--- src/rtl/topk_pkg.sv ---
// Shared types for the top-K sorted drain block.
// Holds the FSM state type and the count-width helper.
package topk_pkg;

    typedef enum logic [0:0] {
        COLLECT = 1'b0,
        DRAIN   = 1'b1
    } state_t;

    function automatic int cnt_w(input int k);
        return $clog2(k + 1);
    endfunction

endpackage

--- src/rtl/topk_sorted_drain_if.sv ---
// Ingest, drain-request and ranked-output signals of topk_sorted_drain.
// master = producer/consumer side, slave = the block.
interface topk_sorted_drain_if
    import topk_pkg::*;
#(
    parameter int DATA_WIDTH = 32,
    parameter int K          = 4
);
    localparam int CW = cnt_w(K);

    logic                  in_valid;
    logic                  in_ready;
    logic [DATA_WIDTH-1:0] din;
    logic                  drain;
    logic                  out_valid;
    logic                  out_ready;
    logic [DATA_WIDTH-1:0] dout;
    logic                  out_last;
    logic [CW-1:0]         count;

    modport master (
        output in_valid, din, drain, out_ready,
        input  in_ready, out_valid, dout, out_last, count
    );

    modport slave (
        input  in_valid, din, drain, out_ready,
        output in_ready, out_valid, dout, out_last, count
    );

endinterface

--- src/rtl/topk_slot.sv ---
// One rank of the sorted array: value plus occupied flag.
// Keeps, takes din, or shifts down the neighbour above.
module topk_slot #(
    parameter int DATA_WIDTH = 32
) (
    input  logic                  i_clk,
    input  logic                  i_resetn,
    input  logic                  i_clr,
    input  logic                  i_ins,
    input  logic [DATA_WIDTH-1:0] i_din,
    input  logic [DATA_WIDTH-1:0] i_up_val,
    input  logic                  i_up_occ,
    input  logic                  i_up_gt,
    output logic [DATA_WIDTH-1:0] o_val,
    output logic                  o_occ,
    output logic                  o_gt
);

    logic [DATA_WIDTH-1:0] r_val;
    logic                  r_occ;

    // Strict compare puts a new value after existing equal ones.
    assign o_gt  = !r_occ || (i_din > r_val);
    assign o_val = r_val;
    assign o_occ = r_occ;

    always_ff @(posedge i_clk) begin
        if (!i_resetn || i_clr) begin
            r_val <= '0;
            r_occ <= 1'b0;
        end else if (i_ins && i_up_gt) begin
            r_val <= i_up_val;
            r_occ <= i_up_occ;
        end else if (i_ins && o_gt) begin
            r_val <= i_din;
            r_occ <= 1'b1;
        end
    end

endmodule

--- src/rtl/topk_sorted_drain.sv ---
// Keeps the K largest input words sorted; on drain streams them
// out largest-first over a valid/ready port, then clears.
module topk_sorted_drain
    import topk_pkg::*;
#(
    parameter int DATA_WIDTH = 32,
    parameter int K          = 4
) (
    input logic                clk,
    input logic                resetn,
    topk_sorted_drain_if.slave bus
);

    localparam int CW = cnt_w(K);

    state_t                r_state;
    logic [CW-1:0]         r_count;
    logic [CW-1:0]         r_idx;
    logic [DATA_WIDTH-1:0] w_val [K];
    logic [K-1:0]          w_occ;
    logic [K-1:0]          w_gt;
    logic                  w_acc;
    logic                  w_ins;
    logic                  w_hs;
    logic                  w_last;
    logic                  w_clr;
    logic                  w_go;
    logic [DATA_WIDTH-1:0] w_dout;

    assign bus.in_ready  = resetn && (r_state == COLLECT);
    assign bus.out_valid = resetn && (r_state == DRAIN);
    assign bus.out_last  = bus.out_valid && w_last;
    assign bus.dout      = w_dout;
    assign bus.count     = r_count;

    assign w_acc  = bus.in_valid && bus.in_ready;
    // The gt flags are monotone, so the last rank decides drop vs insert.
    assign w_ins  = w_acc && w_gt[K-1];
    assign w_last = (r_idx == r_count - CW'(1));
    assign w_hs   = bus.out_valid && bus.out_ready;
    assign w_clr  = w_hs && w_last;
    assign w_go   = bus.drain && bus.in_ready
                 && ((r_count != '0) || w_acc);

    for (genvar g = 0; g < K; g++) begin : g_slot
        if (g == 0) begin : g_head
            topk_slot #(.DATA_WIDTH(DATA_WIDTH)) u_slot (
                .i_clk    (clk),
                .i_resetn (resetn),
                .i_clr    (w_clr),
                .i_ins    (w_ins),
                .i_din    (bus.din),
                .i_up_val ('0),
                .i_up_occ (1'b0),
                .i_up_gt  (1'b0),
                .o_val    (w_val[g]),
                .o_occ    (w_occ[g]),
                .o_gt     (w_gt[g])
            );
        end else begin : g_rest
            topk_slot #(.DATA_WIDTH(DATA_WIDTH)) u_slot (
                .i_clk    (clk),
                .i_resetn (resetn),
                .i_clr    (w_clr),
                .i_ins    (w_ins),
                .i_din    (bus.din),
                .i_up_val (w_val[g-1]),
                .i_up_occ (w_occ[g-1]),
                .i_up_gt  (w_gt[g-1]),
                .o_val    (w_val[g]),
                .o_occ    (w_occ[g]),
                .o_gt     (w_gt[g])
            );
        end
    end

    always_ff @(posedge clk) begin
        if (!resetn) begin
            r_state <= COLLECT;
        end else begin
            unique case (r_state)
                COLLECT: if (w_go)  r_state <= DRAIN;
                DRAIN:   if (w_clr) r_state <= COLLECT;
                default:            r_state <= COLLECT;
            endcase
        end
    end

    always_ff @(posedge clk) begin
        if (!resetn || w_clr) begin
            r_count <= '0;
        end else if (w_ins && !w_occ[K-1]) begin
            r_count <= r_count + CW'(1);
        end
    end

    always_ff @(posedge clk) begin
        if (!resetn || w_go || w_clr) begin
            r_idx <= '0;
        end else if (w_hs) begin
            r_idx <= r_idx + CW'(1);
        end
    end

    always_comb begin
        w_dout = '0;
        if (bus.out_valid) begin
            for (int i = 0; i < K; i++) begin
                if (r_idx == CW'(i)) w_dout = w_val[i];
            end
        end
    end

endmodule
--- src/flat_wrapper.sv ---
// flat-port wrapper written by rule: the top's interface ports become plain ports
module topk_sorted_drain_flat import topk_pkg::*;
#(
    parameter int DATA_WIDTH = 32,
    parameter int K          = 4
)
  (clk, resetn, bus_in_valid, bus_din, bus_drain, bus_out_ready, bus_in_ready, bus_out_valid, bus_dout, bus_out_last, bus_count);
  topk_sorted_drain_if #(.DATA_WIDTH(DATA_WIDTH), .K(K)) bus_i ();
  input logic clk;
  input logic resetn;
  input wire logic [$bits(bus_i.in_valid)-1:0] bus_in_valid;
  input wire logic [$bits(bus_i.din)-1:0] bus_din;
  input wire logic [$bits(bus_i.drain)-1:0] bus_drain;
  input wire logic [$bits(bus_i.out_ready)-1:0] bus_out_ready;
  output wire logic [$bits(bus_i.in_ready)-1:0] bus_in_ready;
  output wire logic [$bits(bus_i.out_valid)-1:0] bus_out_valid;
  output wire logic [$bits(bus_i.dout)-1:0] bus_dout;
  output wire logic [$bits(bus_i.out_last)-1:0] bus_out_last;
  output wire logic [$bits(bus_i.count)-1:0] bus_count;
  assign bus_i.in_valid = bus_in_valid;
  assign bus_i.din = bus_din;
  assign bus_i.drain = bus_drain;
  assign bus_i.out_ready = bus_out_ready;
  assign bus_in_ready = bus_i.in_ready;
  assign bus_out_valid = bus_i.out_valid;
  assign bus_dout = bus_i.dout;
  assign bus_out_last = bus_i.out_last;
  assign bus_count = bus_i.count;
  topk_sorted_drain #(.DATA_WIDTH(DATA_WIDTH), .K(K)) u_core (.clk(clk), .resetn(resetn), .bus(bus_i));
endmodule
--- config.mk ---
export PLATFORM = sky130hd
export DESIGN_NAME = topk_sorted_drain_flat
export DESIGN_NICKNAME = d
export VERILOG_FILES = /design/src/rtl/topk_pkg.sv /design/src/rtl/topk_sorted_drain_if.sv /design/src/rtl/topk_slot.sv /design/src/rtl/topk_sorted_drain.sv /design/src/flat_wrapper.sv
export SDC_FILE = /design/constraint.sdc
export NUM_CORES = 1
export LEC_CHECK = 0
export ABC_CLOCK_PERIOD_IN_PS = 10070
export CAP_MARGIN = 20
export CORE_MARGIN = 3
export CORE_UTILIZATION = 30
export DETAILED_ROUTE_END_ITERATION = 16
export PLACE_DENSITY_LB_ADDON = 0.12
export SETUP_SLACK_MARGIN = 0.4
export SYNTH_ARGS = -nofsm -noshare
export SYNTH_HDL_FRONTEND = slang
export SYNTH_HIERARCHICAL = 1
export SYNTH_SLANG_ARGS = --single-unit
export TNS_END_PERCENT = 5
--- constraint.sdc ---
create_clock -name clk -period 10.07 [get_ports clk]
set_input_delay 1.007 -clock clk [delete_from_list [all_inputs] [get_ports clk]]
set_output_delay 1.007 -clock clk [all_outputs]
set_load 0.01 [all_outputs]
# Yosys cells after proc, flatten, opt, wreduce, memory -nomap -nowiden
# Index checks and enable logic that the tools add are counted.
[word_totals]
regBits = 139
output_inout_bits = 38
wordCells = 75
[op_classes]
addsub = 3
n_lt_le_gt_ge = 4
n_eq_ne = 4
n_mux = 20
bitwise = 1
reduce_logical = 32
[op_table]
columns = ["op", "n"]
rows = [
  ["2-to-1 mux 32 bit", 11],
  ["greater-than comparator 32 bit", 4],
  ["logical AND 1 bit", 14],
  ["logical OR 1 bit", 8],
  ["2-to-1 mux 1 bit", 8],
  ["adder 3 x 1 -> 3 bit, second input constant", 2],
  ["== test 3 x 2 -> 1 bit, second input constant", 2],
  ["nonzero test 2 bit", 3],
  ["zero test 1 bit", 5],
  ["== test 3 x 1 -> 1 bit, second input constant", 1],
  ["== test 3 bit", 1],
  ["zero test 3 bit", 1],
  ["nonzero test 3 bit", 1],
  ["subtractor 3 x 1 -> 3 bit, second input constant", 1],
  ["one-hot mux 1 bit (2 select lines)", 1],
  ["inverter 1 bit", 1],
]

# Longest topological paths before layout
# Gate-level depths: netlist (run 1).
[logic_depth]
depth_word = 7
ltp_mapped = 15
mapped_depth_nobuf = 14

# Modules after synthesis
# The synthesis (run 1) kept the hierarchy.
[modules_own_cells]
columns = ["mod", "instances", "cells_each", "area_each_um2", "seq_area_each_um2"]
rows = [
  ["topk_slot", 4, 296, 2549.9, 660.6],
  ["topk_sorted_drain", 1, 282, 1838.0, 140.1],
]

# Least setup slack after synthesis (run 1)
# No wires, ideal clock.
[synth_timing]
path_kind = "input to register"
startpoint = "in bus_din[17]"
endpoint = "reg u_core.g_slot[1].g_rest.u_slot.r_val[0]"
setup_time_ns = 0.118
arrival_ns = 4.020
required_ns = 9.952
slack_ns = 5.932
cell_stages = 14
path_cell_list = "ha_1 a21o_1 nand3_2 a211oi_1 or4_1 a211o_1 a21o_2 nand4b_1 clkinv_1 nand2_1 buf_1 mux2_2 nand2_1 mux2i_1"
[synth_between]
elab_chain_cells = 5
elab_cells_between_ends = 11
classes_between = "order compare (3); mux (1); reduce/logical (7)"
[synth_lines]
columns = ["element", "line", "source"]
rows = [
  ["start, declared", "flat_wrapper.sv:12", "input wire logic [$bits(bus_i.din)-1:0] bus_din;"],
  ["greater-than comparator 32 bit *", "topk_slot.sv:23", "assign o_gt = !r_occ || (i_din > r_val);"],
  ["logical OR 1 bit *", "topk_slot.sv:23", ""],
  ["named net u_core.w_gt[3]", "topk_sorted_drain.sv:21", "logic [K-1:0] w_gt;"],
  ["logical AND 1 bit *", "topk_sorted_drain.sv:38", "assign w_ins = w_acc && w_gt[K-1];"],
  ["named net u_core.w_ins", "topk_sorted_drain.sv:23", "logic w_ins;"],
  ["logical AND 1 bit (on tied branches)", "topk_slot.sv:31, topk_slot.sv:34", ""],
  ["2-to-1 mux 32 bit / nonzero test 2 bit (equally long branches)", "n/a", ""],
  ["end signal, assigned", "topk_slot.sv:32", "r_val <= i_up_val;"],
  ["end signal, assigned", "topk_slot.sv:35", "r_val <= i_din;"],
  ["end, declared", "topk_slot.sv:19", "logic [DATA_WIDTH-1:0] r_val;"],
]
# The timed path passes the listed nets; every way through them passes the cells marked *.
# A chain may end at the register's enable or synchronous reset.

# Final worst setup path (run 1)
[layout_timing]
startpoint = "in bus_din[30]"
endpoint = "reg u_core.g_slot[2].g_rest.u_slot.r_val[17]"
[layout_between]
elab_chain_cells = 5
elab_cells_between_ends = 11
classes_between = "order compare (3); mux (1); reduce/logical (7)"
[layout_lines]
columns = ["element", "line"]
rows = [
  ["greater-than comparator 32 bit *", "topk_slot.sv:23"],
  ["logical OR 1 bit *", "topk_slot.sv:23"],
  ["named net u_core.w_gt[3]", "topk_sorted_drain.sv:21"],
  ["logical AND 1 bit *", "topk_sorted_drain.sv:38"],
  ["named net u_core.w_ins", "topk_sorted_drain.sv:23"],
  ["logical AND 1 bit (on tied branches)", "topk_slot.sv:31, topk_slot.sv:34"],
  ["2-to-1 mux 32 bit / nonzero test 2 bit (equally long branches)", "n/a"],
  ["end signal, assigned", "topk_slot.sv:32"],
  ["end signal, assigned", "topk_slot.sv:35"],
  ["end, declared", "topk_slot.sv:19"],
]
# Marked as above.

==> results_dict.tcl, run 1 <==
set metrics [dict create \
    antenna_found_initial 0 \
    worstPathMaxFanout 33 \
    gp_congestion 0.7882 \
    synth_cell_types 53 \
    viasPerCell 4.958 \
    grt-ovfl-total 0 \
    die_y_um 206.3 \
    grt_pass1_wl_mm 60.91 \
    worst_r2r_path_depth 14 \
    place_hpwl_mm 26.55 \
    worstPathCellList "clkdlybuf4s50_1, ha_1, nand4_1, or3_1, a211oi_1, or4_1, a211o_1, a21o_2, nand4b_1, clkinv_1, nand2_2, mux2_2, nand2_1, mux2i_1" \
    grt_max_degree 66 \
    crit_path_end "u_core/g_slot[2].g_rest.u_slot/o_val[17]$_SDFFE_PP0P_" \
    status "complete, but fails checks" \
    vias 10190 \
    cts_setup_buffers 0 \
    wl_per_cell_um 19.24 \
    yosys_register_bits 139 \
    drive_above_1_share_pct 14.69 \
    synth_ff_type "dfxtp_1" \
    regToRegStartpoint "u_core/g_slot[3].g_rest.u_slot/o_val[29]$_SDFFE_PP0P_" \
    final_util_pct 35.00 \
    cts_root_buf "clkbuf_16" \
    drt-total-wl_mm 39.56 \
    cts_hold_buffers 0 \
    path_class "primary input to register" \
    reg2reg_slack_ns 5.56 \
    setup_violations 0 \
    fp.dieW_um 206.3 \
    clock_path_buffers 2 \
    synthArstFlopShare_pct 0 \
    drtIter0Drc 495 \
    port_buffers 74 \
    pwr_density_cell_nw_per_um2 118.4 \
    setup_ws_ns 4.652 \
    placed_area_sq_um 13100 \
    grt_pass1_vias 9878 \
    cts_tree "done" \
    seq_area_frac_synth_pct 23.12 \
    clock-sinks 139 \
    hold_violations 0 \
    ant_nets 0 \
    fmax_ghz 0.1846 \
    cp.arrival_ns 5.71 \
    cts.repair.resized 0 \
    fin_setup_tns_ns 0 \
    netlist_area_sq_um 12040 \
    relSlewSlack_pct -33.60 \
    crit_required_ns 10.37 \
    firstDrtPassIters 5 \
    htreeDepth 4 \
    synthCells 1466 \
    initial_core_util_pct 30.79 \
    fill_cells 4121 \
    synth_warnings 6 \
    r2r-end "u_core/g_slot[2].g_rest.u_slot/o_val[17]$_SDFFE_PP0P_" \
    synth_edf_count 0 \
    fin_skew_ns 0.01718 \
    dieArea_sq_um 42570 \
    io_pins 75 \
    rsz0062_at_grt "no" \
    maxCapViolations 0 \
    cp-start-kind "primary input" \
    ys_top_cells_by_area "dfxtp_1 23%, ha_1 14%, mux2_2 12%" \
    hold_class "register to register" \
    cts.clk_slew.worst_paths_ns 0.06 \
    synth_top_area_share_pct 23.12 \
    area_growth_pct 13.67 \
    track_usage_pct 18.84 \
    diodes 0 \
    rows 72 \
    crit_path_start "bus_din[30]" \
    drc_errors 0 \
    max_stage_delay_ns 0.96 \
    slowest_stage "nand2_2" \
    period_share_pct 53.80 \
    pre_cts_slack_ns 4.187 \
    min_period_ns 5.418 \
    avgSynthCellArea_sq_um 8.211 \
    synth_top_area_cell "dfxtp_1" \
    p_leak_nw 4.996 \
    numCtsBuffers 17 \
    tightest_slew_ns 1.999 \
    coreArea_sq_um 39100 \
    final_nets 1698 \
    failed_checks "max-slew violations" \
    final_cell_area_sq_um 13680 \
    end_kind "register" \
    slew_viol_final 34 \
    whs_ns 0.4731 \
    clk_latency_ns 0.44 \
    ir_worst_vdd_mv 0.1017 \
]
-- metrics by stage --
step	cells	total power, W
6_report	2056	0.001620
5_1_grt	2056	0.001711
4_1_cts	2055	0.001637
3_5_place_dp	2023	0.001007
3_3_place_gp	2023	0.001003
2_1_floorplan	1501	0.0008961
-- worst min path at each step --
stage | from | end | slack, ns | cells past startpoint
after global routing | u_core/g_slot[3].g_rest.u_slot/o_val[6]$_SDFFE_PP0P_ | u_core/g_slot[3].g_rest.u_slot/o_val[6]$_SDFFE_PP0P_ | 0.49 | 2
after global placement | u_core/g_slot[3].g_rest.u_slot/o_val[2]$_SDFFE_PP0P_ | u_core/g_slot[3].g_rest.u_slot/o_val[2]$_SDFFE_PP0P_ | 0.46 | 2
final | u_core/g_slot[3].g_rest.u_slot/o_val[6]$_SDFFE_PP0P_ | u_core/g_slot[3].g_rest.u_slot/o_val[6]$_SDFFE_PP0P_ | 0.47 | 2
after CTS | u_core/g_slot[3].g_rest.u_slot/o_val[10]$_SDFFE_PP0P_ | u_core/g_slot[3].g_rest.u_slot/o_val[10]$_SDFFE_PP0P_ | 0.47 | 2
after detailed placement | u_core/g_slot[3].g_rest.u_slot/o_val[2]$_SDFFE_PP0P_ | u_core/g_slot[3].g_rest.u_slot/o_val[2]$_SDFFE_PP0P_ | 0.46 | 2
after floorplan | u_core/g_slot[3].g_rest.u_slot/o_val[10]$_SDFFE_PP0P_ | u_core/g_slot[3].g_rest.u_slot/o_val[10]$_SDFFE_PP0P_ | 0.45 | 2
-- flip-flops by register name, summed over array words and instances, names as in the netlist --
register / cells
u_core/bus.count: 3
u_core/g_slot.g_head.u_slot/o_occ: 1
u_core/g_slot.g_head.u_slot/o_val: 32
u_core/g_slot.g_rest.u_slot/o_occ: 3
u_core/g_slot.g_rest.u_slot/o_val: 96
u_core/r_idx: 3
u_core/r_state: 1
-- cell type report --
cell class              instances  area [sq um]  share of cell area [%]
inverters                     179         690.7                   5.048
multi-input cells            1098          8128                   59.40
clock buffers                  18         429.2                   3.136
repair buffers                 90         880.8                   6.437
flip-flops and latches        139          2783                   20.34
well taps                     518         648.1                   4.737
clock inverters                14         123.9                  0.9053
-- cells by family after synthesis --
kind of cell,after synthesis,synth area share (%)
compound gates,210,11.67
xor+xnor,3,0.2183
fa+ha+maj,136,14.14
buf+inv,264,10.90
flops,139,23.12
mux,256,22.62
other cells,1,0.03115
simple gates,457,17.31
-- layer usage --
layer	GRT usage (%)	wire [um]	up-vias
met1	24.49	18360	4841
met5	0	0	-
met2	32.83	19260	185
li1	-	-	5137
met3	2.615	1294	31
met4	4.824	645	0
-- cell usage after synthesis (all sizes together), types with 2 or more instances --
library cell,count
dlygate4sd1,3
nor4,2
or3,5
o32ai,2
o221a,4
o21ai,8
a221o,32
dfxtp,139
ha,136
clkinvlp,15
nand2b,3
a211oi,8
a221oi,4
o21a,4
o221ai,4
o311a,4
a21o,16
and4,4
or4,8
clkbuf,42
nor3,9
nand4b,5
mux2,128
nand4,20
nand3,19
mux2i,128
inv,163
a21oi,116
nor2b,9
xnor2,3
nand2,331
nor2,9
buf,40
nand3b,32
a211o,4
-- power breakdown --
part / internal (W) / total [W] / switching (W)
registers: 0.000580 / 0.000614 / 0.0000340
clock network: 0.000340 / 0.000623 / 0.000283
logic: 0.000172 / 0.000383 / 0.000211
-- placed cells by master (no fill, tap or decap), drive strengths merged, types with 9 or more instances in the layout --
master and instances:
mux2i 128, nor3 9, ha 136, clkinvlp 19, clkdlybuf4s50 74, mux2 128
a21oi 116, nand3 19, clkbuf 18, nand3b 32, conb 36, buf 16
nor2b 9, dfxtp 139, a221o 32, inv 165, a21o 16, nor2 9
nand4 20, nand2 331
-- worst max-delay path: cells and delay by family --
| kind | cells | cell delay (ns) |
|---|---|---|
| AOI/OAI and AO/OA | 3 | 0.60 |
| and+or+nand+nor | 6 | 2.12 |
| buffers and inverters | 2 | 1.15 |
| adders and majority gates | 1 | 0.33 |
| muxes | 2 | 0.50 |
Power figures use the tool's default switching activity.
==> inputs of run 2 (changes only) <==
ABC_CLOCK_PERIOD_IN_PS = 4710   (was 10070)
clock period = 4.71 ns   (was 10.07 ns; I/O delays follow)
==> results_dict.tcl, run 2 (same netlist as run 1, synthesis figures left out) <==
set metrics [dict create \
    final_nets 1740 \
    ir_worst_vdd_mv 0.2296 \
    drt-total-wl_mm 39.41 \
    area_growth_pct 17.95 \
    hold-path-endpoint "u_core/g_slot[3].g_rest.u_slot/o_val[29]$_SDFFE_PP0P_" \
    finalPower_w 0.003732 \
    wl_per_cell_um 18.79 \
    final_cell_area_sq_um 14200 \
    rows 72 \
    clock_path_buffers 2 \
    regToRegStartpoint "u_core/g_slot[3].g_rest.u_slot/o_val[5]$_SDFFE_PP0P_" \
    clk_latency_ns 0.44 \
    io_pins 75 \
    drtIter0Drc 471 \
    setup_violations 0 \
    ant_nets 0 \
    reg2reg_slack_ns 0.90 \
    drc_errors 0 \
    grt_pass1_wl_mm 61.24 \
    p_leak_nw 5.285 \
    crit_required_ns 5.03 \
    cts_setup_buffers 0 \
    die_y_um 206.3 \
    dieArea_sq_um 42570 \
    worst_r2r_path_depth 17 \
    min_from "u_core/g_slot[3].g_rest.u_slot/o_val[29]$_SDFFE_PP0P_" \
    numPlacedInstances 2066 \
    diodes 0 \
    fin_skew_ns 0.008389 \
    coreArea_sq_um 39100 \
    status "complete, but fails checks" \
    vias 10290 \
    period_share_pct 86.29 \
    failed_checks "max-slew violations" \
    largest_register_ffs 96 \
    relSlewSlack_pct -25.34 \
    cts_tree "done" \
    slew_viol_final 34 \
    firstDrtPassIters 5 \
    hold_class "register to register" \
    cts_hold_buffers 0 \
    final_common_cell "nand2_1" \
    cp-start-kind "primary input" \
    placed_area_sq_um 13550 \
    grt-ovfl-total 0 \
    min_period_ns 4.064 \
    cts.clk_slew.worst_paths_ns 0.07 \
    pwr_density_cell_nw_per_um2 262.9 \
    cts.repair.resized 0 \
    end_kind "register" \
    grt_max_degree 66 \
    htreeDepth 4 \
    worstPathMaxFanout 22 \
    maxCapViolations 0 \
    grt_pass1_vias 10280 \
    fmax_ghz 0.2461 \
    fill_cells 4143 \
    antenna_found_initial 1 \
    hold_violations 0 \
    path_class "primary input to register" \
    viasPerCell 4.907 \
    initial_core_util_pct 30.79 \
    port_buffers 74 \
    gp_congestion 0.7725 \
    fp.dieW_um 206.3 \
    cp.arrival_ns 4.38 \
    clock-sinks 139 \
    r2r-end "u_core/g_slot[1].g_rest.u_slot/o_val[8]$_SDFFE_PP0P_" \
    layout_common_cells "327 x nand2_1, 160 x inv_1, 139 x dfxtp_1, 134 x ha_1" \
    tightest_slew_ns 1.876 \
    min_path_cells 2 \
    drive_above_1_share_pct 17.03 \
    place_hpwl_mm 28.49 \
    numCtsBuffers 17 \
    rsz0062_at_grt "no" \
    fin_cells 2098 \
    cts_root_buf "clkbuf_16" \
    fin_setup_tns_ns 0 \
    whs_ns 0.4733 \
    track_usage_pct 18.85 \
]
==> run 2: changes by cell type in the layout (fill, tap and decap cells not counted), sizes merged <==
cell / before / now
clkbuf: 18 / 17
buf: 16 / 58
bufinv: 1 / 5
clkinvlp: 19 / 18
clkinv: 8 / 7
inv: 165 / 164
==> run 2: layer usage <==
layer  GRT usage [%]  vias to the layer above  wire length (um)
met5               0                        -                20
met4           4.412                        2               629
met3           2.709                       26              1037
met2           33.67                      117             19650
met1           23.92                     4921             18080
li1                -                     5228                 -
==> run 2: power by group <==
| part | internal [W] | switching (W) |
|---|---|---|
| combinational | 0.000405 | 0.000465 |
| clock | 0.000941 | 0.000610 |
| sequential | 0.00124 | 0.0000721 |
==> run 2: how the worst max path moves through the flow <==
stage                                      start                                                    end  slack [ns]  cells after the start
finish                               bus_din[31]   u_core/g_slot[1].g_rest.u_slot/o_val[8]$_SDFFE_PP0P_        0.65                     15
global route                         bus_din[31]   u_core/g_slot[2].g_rest.u_slot/o_val[4]$_SDFFE_PP0P_        0.42                     13
global placement                     bus_din[31]  u_core/g_slot[2].g_rest.u_slot/o_val[21]$_SDFFE_PP0P_        0.23                     13
floorplan                            bus_din[17]   u_core/g_slot[1].g_rest.u_slot/o_val[0]$_SDFFE_PP0P_        1.11                     14
detailed placement                   bus_din[31]  u_core/g_slot[2].g_rest.u_slot/o_val[16]$_SDFFE_PP0P_        0.23                     13
CTS                 u_core/r_idx[0]$_SDFFE_PP0P_                                           bus_dout[10]        0.69                      6
==> run 2: stage by stage <==
| stage | utilization [%] | setup WS, ns |
|---|---|---|
| 2_1_floorplan | - | 1.108 |
| 3_3_place_gp | 34.66 | 0.2328 |
| 3_5_place_dp | 34.66 | 0.2259 |
| 4_1_cts | 36.32 | 0.6911 |
| 5_1_grt | 36.32 | 0.4162 |
| 6_report | 36.32 | 0.6459 |
==> run 2: cell type report <==
class,count,area [sq um],share of cell area (%)
multi-input combinational,1098,8128,57.24
tap,518,648.1,4.565
inverter,179,690.7,4.864
timing repair buffer,132,1301,9.165
sequential,139,2783,19.60
clock buffer,17,425.4,2.996
clock inverter,15,222.7,1.569
==> run 2: worst max-delay path, cell delays in order <==
cell,delay (ns)
clkdlybuf4s50_1,0.65
ha_1,0.49
nand4_1,0.16
or3_1,0.22
a21oi_1,0.10
or4_1,0.54
a211o_1,0.31
a21o_2,0.19
nand4b_1,0.11
clkinv_1,0.22
nand2_2,0.19
buf_12,0.21
mux2_2,0.36
nand2_1,0.07
mux2i_1,0.06
